==> src/rtl/ias_pkg.sv <==
// Shared encodings for the iterative add/sub (IAS) sequencing controller.
// Configuration macro used by the files of this block: IAS_ABORT_EN.
package ias_pkg;

    typedef enum logic [1:0] {
        ST_IDLE   = 2'd0,
        ST_START  = 2'd1,
        ST_CALC   = 2'd2,
        ST_FINISH = 2'd3
    } ias_state_t;

    localparam logic IAS_ADD = 1'b1;
    localparam logic IAS_SUB = 1'b0;

    // Step counter width; a single-step build still needs a 1-bit counter.
    function automatic int ias_cnt_w(input int n_steps);
        return ($clog2(n_steps) > 0) ? $clog2(n_steps) : 1;
    endfunction

endpackage

==> src/rtl/ias_seq_ctrl_if.sv <==
// Op/result handshake plus datapath strobes between the master, the controller and the IAS datapath.
// IAS_ABORT_EN adds the abort request line.
interface ias_seq_ctrl_if
    import ias_pkg::*;
#(
    parameter int N_STEPS = 4,
    parameter int CNT_W   = ias_cnt_w(N_STEPS)
) ();

    logic               val_op;
    logic [N_STEPS-1:0] a_s;
    logic               op_ack;
    logic               op_rdy;
    logic               res_ack;
    logic               reg_en_1;
    logic               reg_en_2;
    logic               add_sub;
    logic [CNT_W-1:0]   step_idx;
    logic               busy;
    logic               sen;
`ifdef IAS_ABORT_EN
    logic               abort;
`endif

    modport master (
`ifdef IAS_ABORT_EN
        output abort,
`endif
        output val_op, a_s, res_ack, sen,
        input  op_ack, op_rdy, reg_en_1, reg_en_2, add_sub, step_idx, busy
    );

    modport slave (
`ifdef IAS_ABORT_EN
        input  abort,
`endif
        input  val_op, a_s, res_ack, sen,
        output op_ack, op_rdy, reg_en_1, reg_en_2, add_sub, step_idx, busy
    );

endinterface

==> src/rtl/ias_step_cnt.sv <==
// CALC step counter: cleared on START, advances while enabled, saturates on the last step.
module ias_step_cnt
    import ias_pkg::*;
#(
    parameter int N_STEPS = 4,
    parameter int CNT_W   = ias_cnt_w(N_STEPS)
) (
    input  logic             clk,
    input  logic             reset_n,
    input  logic             i_clear,
    input  logic             i_enable,
    output logic [CNT_W-1:0] o_count,
    output logic             o_last
);

    logic [CNT_W-1:0] r_count;

    assign o_last  = (r_count == CNT_W'(N_STEPS - 1));
    assign o_count = r_count;

    always_ff @(posedge clk or negedge reset_n) begin
        if (!reset_n) begin
            r_count <= '0;
        end else if (i_clear) begin
            r_count <= '0;
        end else if (i_enable && !o_last) begin
            r_count <= r_count + 1'b1;
        end
    end

endmodule

==> src/rtl/ias_seq_ctrl.sv <==
// IAS sequencing controller: IDLE -> START -> N_STEPS x CALC -> FINISH, frozen while sen=1.
// Optional cancel path built when IAS_ABORT_EN is defined.
module ias_seq_ctrl
    import ias_pkg::*;
#(
    parameter int N_STEPS = 4,
    parameter int CNT_W   = ias_cnt_w(N_STEPS)
) (
    input  logic             clk,
    input  logic             reset_n,
    ias_seq_ctrl_if.slave    bus
);

    ias_state_t         r_state;
    ias_state_t         w_state_next;
    logic [N_STEPS-1:0] r_mask;
    logic [CNT_W-1:0]   w_count;
    logic               w_last;
    logic               w_clear;
    logic               w_enable;

    logic               w_op_ack;
    logic               w_op_rdy;
    logic               w_reg_en_1;
    logic               w_reg_en_2;
    logic               w_add_sub;
    logic [CNT_W-1:0]   w_step_idx;
    logic               w_busy;

    // Counter and mask only move when the scan chain is not holding the block.
    assign w_clear  = (r_state == ST_START) && !bus.sen;
    assign w_enable = (r_state == ST_CALC)  && !bus.sen;

    ias_step_cnt #(
        .N_STEPS (N_STEPS),
        .CNT_W   (CNT_W)
    ) u_step_cnt (
        .clk      (clk),
        .reset_n  (reset_n),
        .i_clear  (w_clear),
        .i_enable (w_enable),
        .o_count  (w_count),
        .o_last   (w_last)
    );

    always_ff @(posedge clk or negedge reset_n) begin
        if (!reset_n) begin
            r_state <= ST_IDLE;
        end else begin
            r_state <= w_state_next;
        end
    end

    always_ff @(posedge clk or negedge reset_n) begin
        if (!reset_n) begin
            r_mask <= '0;
        end else if (w_clear) begin
            r_mask <= bus.a_s;
        end
    end

    always_comb begin
        w_state_next = r_state;
        w_op_ack     = 1'b0;
        w_op_rdy     = 1'b0;
        w_reg_en_1   = 1'b0;
        w_reg_en_2   = 1'b0;
        w_add_sub    = IAS_ADD;
        w_step_idx   = '0;
        w_busy       = (r_state != ST_IDLE);

        case (r_state)
            ST_IDLE: begin
                if (bus.val_op) w_state_next = ST_START;
            end
            ST_START: begin
                w_op_ack     = !bus.sen;
                w_reg_en_1   = !bus.sen;
                w_state_next = ST_CALC;
            end
            ST_CALC: begin
                w_reg_en_2 = !bus.sen;
                w_add_sub  = r_mask[w_count];
                w_step_idx = w_count;
                if (w_last) w_state_next = ST_FINISH;
            end
            ST_FINISH: begin
                w_op_rdy = 1'b1;
                if (bus.res_ack) w_state_next = ST_IDLE;
            end
            default: w_state_next = ST_IDLE;
        endcase

`ifdef IAS_ABORT_EN
        if (bus.abort && (r_state != ST_IDLE)) w_state_next = ST_IDLE;
`endif

        // Scan freeze overrides every transition, including abort.
        if (bus.sen) w_state_next = r_state;
    end

    assign bus.op_ack   = w_op_ack;
    assign bus.op_rdy   = w_op_rdy;
    assign bus.reg_en_1 = w_reg_en_1;
    assign bus.reg_en_2 = w_reg_en_2;
    assign bus.add_sub  = w_add_sub;
    assign bus.step_idx = w_step_idx;
    assign bus.busy     = w_busy;

endmodule

==> src/flat_wrapper.sv <==
// flat-port wrapper written by rule: the top's interface ports become plain ports
module ias_seq_ctrl_flat import ias_pkg::*;
#(
    parameter int N_STEPS = 4,
    parameter int CNT_W   = ias_cnt_w(N_STEPS)
)
  (clk, reset_n, bus_val_op, bus_a_s, bus_res_ack, bus_sen, bus_op_ack, bus_op_rdy, bus_reg_en_1, bus_reg_en_2, bus_add_sub, bus_step_idx, bus_busy);
  ias_seq_ctrl_if #(.N_STEPS(N_STEPS), .CNT_W(CNT_W)) bus_i ();
  input  logic clk;
  input  logic reset_n;
  input wire logic [$bits(bus_i.val_op)-1:0] bus_val_op;
  input wire logic [$bits(bus_i.a_s)-1:0] bus_a_s;
  input wire logic [$bits(bus_i.res_ack)-1:0] bus_res_ack;
  input wire logic [$bits(bus_i.sen)-1:0] bus_sen;
  output wire logic [$bits(bus_i.op_ack)-1:0] bus_op_ack;
  output wire logic [$bits(bus_i.op_rdy)-1:0] bus_op_rdy;
  output wire logic [$bits(bus_i.reg_en_1)-1:0] bus_reg_en_1;
  output wire logic [$bits(bus_i.reg_en_2)-1:0] bus_reg_en_2;
  output wire logic [$bits(bus_i.add_sub)-1:0] bus_add_sub;
  output wire logic [$bits(bus_i.step_idx)-1:0] bus_step_idx;
  output wire logic [$bits(bus_i.busy)-1:0] bus_busy;
  assign bus_i.val_op = bus_val_op;
  assign bus_i.a_s = bus_a_s;
  assign bus_i.res_ack = bus_res_ack;
  assign bus_i.sen = bus_sen;
  assign bus_op_ack = bus_i.op_ack;
  assign bus_op_rdy = bus_i.op_rdy;
  assign bus_reg_en_1 = bus_i.reg_en_1;
  assign bus_reg_en_2 = bus_i.reg_en_2;
  assign bus_add_sub = bus_i.add_sub;
  assign bus_step_idx = bus_i.step_idx;
  assign bus_busy = bus_i.busy;
  ias_seq_ctrl #(.N_STEPS(N_STEPS), .CNT_W(CNT_W)) u_core (.clk(clk), .reset_n(reset_n), .bus(bus_i));
endmodule
==> config.mk <==
export PLATFORM = sky130hd
export DESIGN_NAME = ias_seq_ctrl_flat
export DESIGN_NICKNAME = d
export VERILOG_FILES = /design/src/rtl/ias_pkg.sv /design/src/rtl/ias_seq_ctrl_if.sv /design/src/rtl/ias_step_cnt.sv /design/src/rtl/ias_seq_ctrl.sv /design/src/flat_wrapper.sv
export SDC_FILE = /design/constraint.sdc
export NUM_CORES = 1
export LEC_CHECK = 0
export ABC_AREA = 1
export CAP_MARGIN = 20
export CORE_AREA = 2 2 39 41
export CTS_BUF_LIST = sky130_fd_sc_hd__clkbuf_8
export CTS_CLUSTER_SIZE = 20
export DETAILED_ROUTE_END_ITERATION = 7
export DIE_AREA = 0 0 41 43
export GPL_ROUTABILITY_DRIVEN = 0
export PLACE_DENSITY = 0.7
export SLEW_MARGIN = 10
export SYNTH_ARGS = -nofsm -noshare
export SYNTH_HDL_FRONTEND = slang
export SYNTH_SLANG_ARGS = --single-unit
==> constraint.sdc <==
create_clock -name clk -period 2.2 [get_ports clk]
set_input_delay 0.22 -clock clk [delete_from_list [all_inputs] [get_ports clk]]
set_output_delay 0.22 -clock clk [all_outputs]
set_load 0.03 [all_outputs]
-- Word-level counts from Yosys, hierarchy flattened
Cells that the tools add are included.
- $lt $le $gt $ge: 1
- reductions and logical operators: 9
- bitwise gates (word level): 1
- add/sub/neg operators: 1
- eq/ne operators: 7
- muxes and demuxes: 13
- operator list (kind ; number):
    2-bit 2-to-1 mux ; 6
    2-bit one-hot mux with 4 select lines ; 1
    2-bit == test (second input constant) ; 3
    2-bit != test (second input constant) ; 3
    1-bit 2-to-1 mux ; 5
    4-bit AND reduction ; 1
    2-bit nonzero test ; 2
    1-bit logical AND ; 3
    2-bit by 3-bit less-than comparator with 1-bit output (second input constant) ; 1
    2-bit by 1-bit adder with 2-bit output (second input constant) ; 1
    1-bit binary-select mux with 2-bit select ; 1
    2-bit by 1-bit == test with 1-bit output (second input constant) ; 1
    1-bit logical NOT ; 2
    2-bit logical NOT ; 1
    1-bit NOT ; 1
- bits of input ports: 9
- output and inout bits: 8
- logic and storage cells: 35
- register bits: 8

-- Depth between registers and ports, before layout
- depth after elaboration: 5
- gate-level depth with buffers: 7
- mapped depth without buffers: 7

-- By module
A second synthesis with hierarchy kept.
- cell total of the unflattened synthesis: 73
- area, all modules: 521.8 um^2
- modules (own cells, without submodules) (module ; times used ; cells each ; sequential area each (um^2) ; area an instance (um^2)):
    ias_seq_ctrl ; 1 ; 60 ; 150.1 ; 415.4
    ias_step_cnt ; 1 ; 13 ; 50.0 ; 106.4

-- Least setup slack after synthesis
Ideal clock, no wire load.
- path type: register to output
- start point: register u_core.r_state[0]
- end point: output port bus_reg_en_2
- required time: 1.980 ns
- data arrival time: 1.164 ns
- path buffers: 0
- setup slack: 0.816 ns
- stages on the path, launching flop included: 5
- path through: dfrtp_1 inv_1 ha_1 inv_1 nor2_1
- longest elaborated chain between the ends: 2
- ends and longest elaborated chain (item ; RTL line ; source):
    start: declaration ; ias_seq_ctrl.sv:14 ; ias_state_t r_state;
    start signal: assignment ; ias_seq_ctrl.sv:50 ; r_state <= w_state_next;
    2-bit == test ; ias_seq_ctrl.sv:72 ; case (r_state)
    1-bit 2-to-1 mux ; ias_seq_ctrl.sv:72 ;
    end: declaration ; flat_wrapper.sv:18 ; output wire logic [$bits(bus_i.reg_en_2)-1:0] bus_reg_en_2;
Every way passes these cells.

-- Worst setup path in the final report
- start point: register u_core.r_state[0]
- end point: output port bus_add_sub
- longest elaborated chain between the ends: 2
- ends and longest elaborated chain (item ; RTL line ; source):
    2-bit == test ; ias_seq_ctrl.sv:72 ;
    1-bit 2-to-1 mux ; ias_seq_ctrl.sv:72 ;
    end: declaration ; flat_wrapper.sv:19 ; output wire logic [$bits(bus_i.add_sub)-1:0] bus_add_sub;
Every way passes these cells.

==> flow_summary.ini <==
[logic_synthesis]
synth.avg_cell_area_um2 = 7.05
syn-instance-count = 74
synth_area_um2 = 522
synth.largest_area_cell = dfrtp_1
ys.warnings.count = 0
synthTopCellsByArea = dfrtp_1, nand2_1, ha_1, inv_1, nand3_1
ys_ff_latch = 8
synth_nets = 88
synth_top_area_share_pct = 38.4
ys_types = 13
ys_seq_area_share_pct = 38.4

[floorplanning]
die_h_um = 43
die-width_um = 41
core.rowCount = 14
design.core.area_um2 = 1380
dieArea_um2 = 1760
start_util_pct = 37.7
boundaryPins = 17

[clock_tree]
h-tree-depth = 1
numClockSinks = 8
cts-root-buf = clkbuf_8
clk_pin_slew_worst_paths_ns = 0.04
cts_tree = yes
cts_made_buffers = 3
ctsHoldBuffers = 0
post-cts-setup-buffer-count = 0
worstSkewPairLatency_ns = 0.23
clock_path_buffers = 2

[power]
power_density_nw_per_um2 = 1290
p_leak_nw = 0.438
ir_worst_vdd_v = 0.000643

[global_route]
grt_busiest_layer = met2
use_met2_pct = 20.0
antenna_found_initial = 0
grt_pass1_wl_mm = 1.64
grt_usage_pct = 14.4
grt_pass1_vias = 436
grt_max_degree = 9
met1_usage_pct = 17.6
grt_overflow = 0
grt_use_met3_pct = 3.14

[drt]
drt-pass1-iter-count = 4
viasPerCell = 4.38
wire_per_inst_um = 9.06
drtIter0Drc = 2
num_vias = 473
final_antenna_net_count = 0
routed_wl_um = 978
drc = 0

[cells_and_area]
mostFrequentLayoutCells = nand2_1, inv_1, clkdlybuf4s50_1, dfrtp_1
nFillCells = 134
syn2layout_area_growth_pct = 41.5
layout-drive-gt1-share_pct = 8.70
n_antenna_cell = 0
seqCellArea_um2 = 200
multi_input_area_um2 = 246
num-nets-final = 108
final_common_cell = nand2_1

[worst_setup_path]
worst_r2r_endpoint = u_core.r_state[1]
reg2reg_from = u_core.r_state[0]
critPathLaunch = u_core.r_state[0]
crit_fanout = 5
rrSetupSlack_ns = 0.98
startpoint_type = register
crit_path_end_kind = output port
worst-setup-path-type = register to output port
crit_end = bus_add_sub
crit_arrival_ns = 1.85
reg2reg_depth = 6
required_ns = 1.98

[sta]
period_minus_slack_ns = 2.07
rsz0062_at_grt = no
slew_headroom_pct = 76.9
hold_violations = 0
fin_worst_skew_ns = 0.000205
setup_slack_ns = 0.134
max_freq_mhz = 484
tightest_slew_ns = 0.346
drv_slew = 0
finalSetupViolations = 0
period_share_pct = 93.9
fin_tns_setup_ns = 0

[worst_hold_path]
hold_class = input port to async pin

[place]
port_buffers = 16
dpl_worst_slack_ns = 0.373
dp.final_hpwl_um = 767

[flow_run]
drv_cap = 0

[outcome]
status = finished, final reports clean
## cells in the mapped netlist
master    number
inv_2          3
nor2_1         1
a21oi_2        1
nand2_4        1
ha_1           5
inv_1         15
nand2_1       30
o211ai_1       1
dfrtp_1        8
nand3_1        5
o21ai_0        2
buf_4          1
o21ai_1        1
## how the worst min path moves through the flow
stage / endpoint / slack, ns
3_3_place_gp: u_core.r_mask[1] / 0.48
3_5_place_dp: u_core.r_mask[2] / 0.47
2_1_floorplan: u_core.r_mask[0] / -0.08
6_report: u_core.u_step_cnt.o_count[0] / 0.27
4_1_cts: u_core.u_step_cnt.o_count[0] / 0.28
5_1_grt: u_core.u_step_cnt.o_count[0] / 0.30
## worst max-delay path: stages (launching register included)
cell and delay (ns):
dfrtp_1 0.39, inv_1 0.08, ha_1 0.25, inv_1 0.13, a21oi_2 0.04, nand2_1 0.07, clkdlybuf4s50_1 0.67
## logic make-up (layout without fill, tap and decap cells)
family | after synthesis | in the layout | synth area share, %
simple gates | 37 | 37 | 29.3
buf+inv | 19 | 37 | 14.4
flops | 8 | 8 | 38.4
fa+ha+maj | 5 | 5 | 12.0
compound gates | 5 | 5 | 6.00
## cell type report
cell class | count | area share (%)
repair buffers | 16 | 22.0
well taps | 16 | 2.71
multi-input cells | 47 | 33.4
inverters | 18 | 9.15
clock buffers | 3 | 5.59
flip-flops and latches | 8 | 27.1
## flip-flops by register name, indices dropped and copies added, names as in the netlist
signal and flops:
u_core.u_step_cnt.o_count 2, u_core.r_mask 4, u_core.r_state 2
## timing repair
action,CTS,global route
gates resized for setup,0,1
setup endpoints to repair,0,1
hold endpoints to repair,0,0
## routing by layer
layer	up-vias	share of wire [%]
met5	-	0
met4	0	3.5
met3	5	7.3
met2	17	46
met1	196	43
li1	255	-
## power by group
group          internal [mW]  leakage [nW]  switching (mW)
Combinational          0.203         0.315           0.307
Sequential             0.216         0.101          0.0568
Clock                  0.118        0.0216          0.0541
Total                  0.537         0.438           0.418
## per-stage QoR
step	power, mW	cell area, µm²	instances	hold slack [ns]	utilization (%)
2_1_floorplan	0.629	522	74	-0.0756	-
3_3_place_gp	0.779	694	105	0.478	50.2
3_5_place_dp	0.787	694	105	0.466	50.2
4_1_cts	0.968	736	108	0.277	53.2
5_1_grt	1.04	738	108	0.295	53.3
6_report	0.955	738	108	0.267	53.3
Note: power is estimated with default switching activity, not from simulation.
